==> src/rtl/led_scan_pwm_if.sv <==
// Control and status bundle between the LED scanner and its driver.
// No latency of its own; it carries wires only.
// No backpressure: step is a fire-and-forget strobe, outputs are free-running.
interface led_scan_pwm_if #(
   parameter int LEDS = 8
);
   localparam int PW = $clog2(LEDS);

   logic            step;
   logic            enable;
   logic [LEDS-1:0] LED;
   logic [PW-1:0]   pos;
   logic            dir;
   logic            frame;

   // Driver side: issues step/enable, observes the LED stage.
   modport master (
      output step, enable,
      input  LED, pos, dir, frame
   );

   // LED stage side.
   modport slave (
      input  step, enable,
      output LED, pos, dir, frame
   );
endinterface

==> src/rtl/led_scan_pwm.sv <==
// PWM-dimmed bouncing-dot LED scanner with a decaying tail, advanced by step strobes.
// LED outputs are registered, one cycle behind pwm_cnt; pattern advances only at frame ends.
// No backpressure: steps within one frame coalesce, steps while disabled are dropped.
module led_scan_pwm #(
   parameter int LEDS        = 8,
   parameter int PWM_BITS    = 8,
   parameter int DECAY_SHIFT = 1
) (
   input  logic         clk_in,
   input  logic         rst,
   led_scan_pwm_if.slave bus
);
   localparam int                PW      = $clog2(LEDS);
   localparam logic [PW-1:0]     LAST    = PW'(LEDS - 1);
   localparam logic [PWM_BITS-1:0] PWM_MAX = '1;

   typedef enum logic {
      LEFT  = 1'b0,
      RIGHT = 1'b1
   } scan_e;

   scan_e               state_q, state_d;
   logic [PW-1:0]       pos_q, pos_d;
   logic [PWM_BITS-1:0] pwm_cnt_q, pwm_cnt_d;
   logic                pending_q, pending_d;
   logic [PWM_BITS-1:0] bri_q [LEDS];
   logic [PWM_BITS-1:0] bri_d [LEDS];
   logic [LEDS-1:0]     led_q, led_d;
   logic                frame_w;
   logic                apply_w;

   // Frame end only counts while running, so a held counter at max does not re-fire.
   assign frame_w = bus.enable && (pwm_cnt_q == PWM_MAX);
   assign apply_w = frame_w && pending_q;

   assign bus.LED   = led_q;
   assign bus.pos   = pos_q;
   assign bus.dir   = (state_q == RIGHT);
   assign bus.frame = frame_w;

   // Scan FSM state and dot position register.
   always_ff @(posedge clk_in or posedge rst) begin
      if (rst) begin
         state_q <= RIGHT;
         pos_q   <= '0;
      end else begin
         state_q <= state_d;
         pos_q   <= pos_d;
      end
   end

   // Next dot position: bounce at the ends without dwelling there for a second step.
   always_comb begin
      state_d = state_q;
      pos_d   = pos_q;
      if (apply_w) begin
         case (state_q)
            RIGHT: begin
               if (pos_q == LAST) begin
                  state_d = LEFT;
                  pos_d   = LAST - 1'b1;
               end else begin
                  pos_d = pos_q + 1'b1;
               end
            end
            LEFT: begin
               if (pos_q == '0) begin
                  state_d = RIGHT;
                  pos_d   = PW'(1);
               end else begin
                  pos_d = pos_q - 1'b1;
               end
            end
            default: begin
               state_d = RIGHT;
               pos_d   = '0;
            end
         endcase
      end
   end

   // PWM counter, step capture, brightness decay/refresh and LED comparator.
   always_comb begin
      pwm_cnt_d = pwm_cnt_q;
      pending_d = pending_q;
      for (int i = 0; i < LEDS; i++) begin
         bri_d[i] = bri_q[i];
      end
      if (!bus.enable) begin
         pending_d = 1'b0;
      end else begin
         pwm_cnt_d = pwm_cnt_q + 1'b1;
         if (apply_w) begin
            // A step landing on the apply cycle itself belongs to the next frame.
            pending_d = bus.step;
            for (int i = 0; i < LEDS; i++) begin
               if (pos_d == PW'(i)) begin
                  bri_d[i] = '1;
               end else begin
                  bri_d[i] = bri_q[i] >> DECAY_SHIFT;
               end
            end
         end else if (bus.step) begin
            pending_d = 1'b1;
         end
      end
      for (int i = 0; i < LEDS; i++) begin
         led_d[i] = bus.enable && (bri_q[i] > pwm_cnt_q);
      end
   end

   // Datapath registers; reset lights only LED 0 at full brightness.
   always_ff @(posedge clk_in or posedge rst) begin
      if (rst) begin
         pwm_cnt_q <= '0;
         pending_q <= 1'b0;
         led_q     <= '0;
         for (int i = 0; i < LEDS; i++) begin
            bri_q[i] <= (i == 0) ? '1 : '0;
         end
      end else begin
         pwm_cnt_q <= pwm_cnt_d;
         pending_q <= pending_d;
         led_q     <= led_d;
         for (int i = 0; i < LEDS; i++) begin
            bri_q[i] <= bri_d[i];
         end
      end
   end
endmodule
==> src/flat_wrapper.sv <==
// flat-port wrapper written by rule: the top's interface ports become plain ports
module led_scan_pwm_flat 
#(
   parameter int LEDS        = 8,
   parameter int PWM_BITS    = 8,
   parameter int DECAY_SHIFT = 1
)
  (clk_in, rst, bus_step, bus_enable, bus_LED, bus_pos, bus_dir, bus_frame);
  led_scan_pwm_if #(.LEDS(LEDS)) bus_i ();
  input  logic clk_in;
  input  logic rst;
  input wire logic [$bits(bus_i.step)-1:0] bus_step;
  input wire logic [$bits(bus_i.enable)-1:0] bus_enable;
  output wire logic [$bits(bus_i.LED)-1:0] bus_LED;
  output wire logic [$bits(bus_i.pos)-1:0] bus_pos;
  output wire logic [$bits(bus_i.dir)-1:0] bus_dir;
  output wire logic [$bits(bus_i.frame)-1:0] bus_frame;
  assign bus_i.step = bus_step;
  assign bus_i.enable = bus_enable;
  assign bus_LED = bus_i.LED;
  assign bus_pos = bus_i.pos;
  assign bus_dir = bus_i.dir;
  assign bus_frame = bus_i.frame;
  led_scan_pwm #(.LEDS(LEDS), .PWM_BITS(PWM_BITS), .DECAY_SHIFT(DECAY_SHIFT)) u_core (.clk_in(clk_in), .rst(rst), .bus(bus_i));
endmodule
==> config.mk <==
export PLATFORM = sky130hd
export DESIGN_NAME = led_scan_pwm_flat
export DESIGN_NICKNAME = d
export VERILOG_FILES = /design/src/rtl/led_scan_pwm_if.sv /design/src/rtl/led_scan_pwm.sv /design/src/flat_wrapper.sv
export SDC_FILE = /design/constraint.sdc
export NUM_CORES = 1
export LEC_CHECK = 0
export CAP_MARGIN = 0
export CORE_MARGIN = 10
export CORE_UTILIZATION = 30
export CTS_BUF_LIST = sky130_fd_sc_hd__clkbuf_4 sky130_fd_sc_hd__clkbuf_8
export CTS_CLUSTER_SIZE = 14
export DETAILED_ROUTE_END_ITERATION = 16
export GPL_TIMING_DRIVEN = 0
export SLEW_MARGIN = 20
export SYNTH_ARGS = -nofsm -noshare
export SYNTH_HDL_FRONTEND = slang
export SYNTH_SLANG_ARGS = --single-unit
==> constraint.sdc <==
create_clock -name clk_in -period 5.6 [get_ports clk_in]
set_input_delay 0.84 -clock clk_in [delete_from_list [all_inputs] [get_ports clk_in]]
set_output_delay 0.84 -clock clk_in [all_outputs]
set_load 0.02 [all_outputs]
==> reports/results.ini, run 1 <==
[status]
outcome=finished, final reports clean

[synth]
netlist_instances=536
synth_edf_count=0
synth_cell_types=38
avgSynthCellArea_um2=9.42
synth-seq-area-share_pct=42.3
ys_ff_latch=85
synth_warnings=0
synth_area_leaders=dfrtp_1, ha_1, nand2_1, nand3_1, dfstp_2
yosysTopAreaCell=dfrtp_1
synth_area_um2=5050
synth.top_cell.area_share_pct=37.7
synth_most_common_cell=nand2_1
synthTopCellsByCount=nand2_1, dfrtp_1, ha_1
synth_nets=609
ys.flop_type=dfrtp_1
async_reset_ff_share_pct=100

[critical_path]
start_kind=input pin
critical_path.startpoint=bus_enable
worstPathMaxFanout=7
arrival_ns=2.63
cp.required_ns=4.76
r2r_start=u_core.pwm_cnt_q[0]
critPathKind=input pin to output port
endpoint_kind=output port

[drt]
vias=3925
wl_per_cell_um=15.2
dr.pass1.iters=4
drtIter0Drc=339
routed_wl_um=12000
viasPerCell=4.97
drc=0
ant_nets=0

[place]
port_buffers=16
place_congestion=0.801
place_hpwl_um=8390
dp_slack_ns=2.17

[clock_tree]
clk_pin_slew_ns=0.09
post_cts_buffers=0
cts-root-buf=clkbuf_8
cts_resized=0
cts_buffers=9
cts_hold_buf=0
cts_htree_levels=3
tritoncts=built
clk_latency_ns=0.38
clock_sinks=85
cts_buffer_depth=2

[worst_hold_path]
hp-class=flop to flop
hp-start=u_core.bri_q[63]

[sta]
hold_viol=0
rsz0062_at_grt=false
timing.final.max_slew_violations=0
tightest_slew_ns=0.743
min_period_ns=3.47
setup_slack_ns=2.13
setup_viol=0
skew_ns=0.0133
fin_setup_tns_ns=0
slew_headroom_pct=50.5
whs_ns=0.481
fin_crit_sh_pct=62.0
fmax_ghz=0.288

[pwr]
switching_share_pct=37.8
power_density_nw_per_um2=283
p_switching_uw=609
pwr-share-clk_pct=25.2
seqPwrFrac_pct=43.4
comb_power_share_pct=31.3
p_leak_uw=0.00272
p_int_uw=1000
irDropWorstVdd_uv=122

[grt]
grt_pass1_vias=3960
grt_max_degree=49
grt_overflow=0
antenna_found_initial=0
grt_pass1_wl_um=20200
track_usage_pct=11.4

[floorplan]
die_area_um2=22400
core.rowCount=47
io_pins=17
start_util_pct=30.6
die_y_um=150
die_w_um=150
core_um2=16500

[finish]
layout-drive-gt1-share_pct=9.67
fillers=1702
final_nets=637
utilization_pct=34.5
synthToLayoutAreaGrowth_pct=12.7
multiInputGateArea_um2=2690
antennaDiodeCount=0
regArea_um2=2140

[job]
maxCapViolCount=0

-- critical path, cell delays in order --
cell and delay, ns:
clkdlybuf4s50_1 0.68, nand4_1 0.22, nor2_1 0.24, clkdlybuf4s50_1 0.64
-- through the flow --
| step | total power [uW] | cells | instance area [um^2] |
|---|---|---|---|
| 6_report | 1610 | 789 | 5690 |
| 5_1_grt | 1730 | 789 | 5690 |
| 4_1_cts | 1630 | 789 | 5690 |
| 3_5_place_dp | 1220 | 773 | 5520 |
| 3_3_place_gp | 1190 | 772 | 5490 |
| 2_1_floorplan | 1050 | 536 | 5050 |
-- state kept, by name, indices dropped and copies added, names as in the netlist --
| signal | cells |
|---|---|
| u_core.bus.LED | 8 |
| u_core.bri_q | 64 |
| u_core.bus.pos | 3 |
| u_core.bus.dir | 1 |
| u_core.pending_q | 1 |
| u_core.pwm_cnt_q | 8 |
-- path summary, 6_finish.rpt --
kind | end | slack (ns) | cells past startpoint
max | bus_frame | 2.13 | 4
min | u_core.bri_q[63] | 0.48 | 2
max reg2reg | u_core.bus.pos[1] | 3.14 | 5
min reg2reg | u_core.bri_q[63] | 0.48 | 2
max in group asynchronous | u_core.bus.dir | 4.07 | 3
min in group asynchronous | u_core.bri_q[37] | 0.84 | 2
-- logic make-up (layout without fill, tap and decap cells) --
group | count (synthesis) | count (layout) | share of synthesized area [%]
buffers and inverters | 41 | 74 | 4.36
adder cells (fa/ha/maj) | 70 | 70 | 17.3
flip-flops | 85 | 85 | 42.3
XOR/XNOR | 8 | 8 | 1.39
AND/OR/NAND/NOR | 242 | 242 | 22.9
AO/OA/AOI/OAI | 89 | 89 | 11.5
multiplexers | 1 | 1 | 0.198
-- placed cells by master, fill, tap and decap left out, types with 2 or more instances in the layout --
master,n
a21oi_1,28
and4_1,2
buf_2,2
buf_6,8
clkbuf_1,7
clkbuf_8,9
clkdlybuf4s50_1,16
clkinvlp_4,2
dfrtp_1,76
dfstp_2,9
ha_1,69
inv_1,22
inv_6,2
nand2_1,134
nand3_1,49
nand3_2,4
nand3_4,4
nand4_1,20
nor2_1,13
nor2b_1,10
o211ai_1,21
o211ai_2,3
o21a_1,9
o21ai_0,19
o21ai_1,2
o32ai_2,2
xnor2_1,7
-- power by group through the flow --
stage	logic [uW]	clock network [uW]	registers, uW
CTS	511	425	698
finish	505	407	699
detailed placement	505	0	710
global placement	479	0	707
floorplan	352	0	695
global route	577	447	706
-- routing by layer --
| metal | GRT usage [%] | wire length [um] | vias to the layer above |
|---|---|---|---|
| met5 | 0 | 0 | - |
| met4 | 5.25 | 269 | 0 |
| met3 | 1.84 | 536 | 16 |
| met2 | 18.3 | 5650 | 65 |
| met1 | 14.7 | 5550 | 1904 |
| li1 | - | - | 1940 |
-- area by class of cell --
| cell class | instances | area share (%) |
|---|---|---|
| timing repair buffer | 17 | 3.30 |
| tap | 220 | 4.84 |
| multi-input combinational | 410 | 47.3 |
| sequential | 85 | 37.6 |
| clock buffer | 10 | 2.31 |
| buffer | 18 | 2.35 |
| clock inverter | 6 | 0.813 |
| inverter | 23 | 1.56 |
(Power assumes the default switching activity.)
==> inputs of run 2 (changes only) <==
Clock period 5.6 ns to 3.56 ns, I/O delays scaled along.
==> results of run 2 <==
The final DEF is identical to that of run 1. Status: finished, final reports clean.
Among the figures that moved: setup slack after placement 2.17 ns -> 0.742 ns; setup slack after layout 2.13 ns -> 0.552 ns; start point of the critical path bus_enable -> u_core.pwm_cnt_q[0]; register-to-register setup slack 3.14 ns -> 1.10 ns; total power 1610 uW -> 2530 uW; worst IR drop on VDD 122 uV -> 192 uV
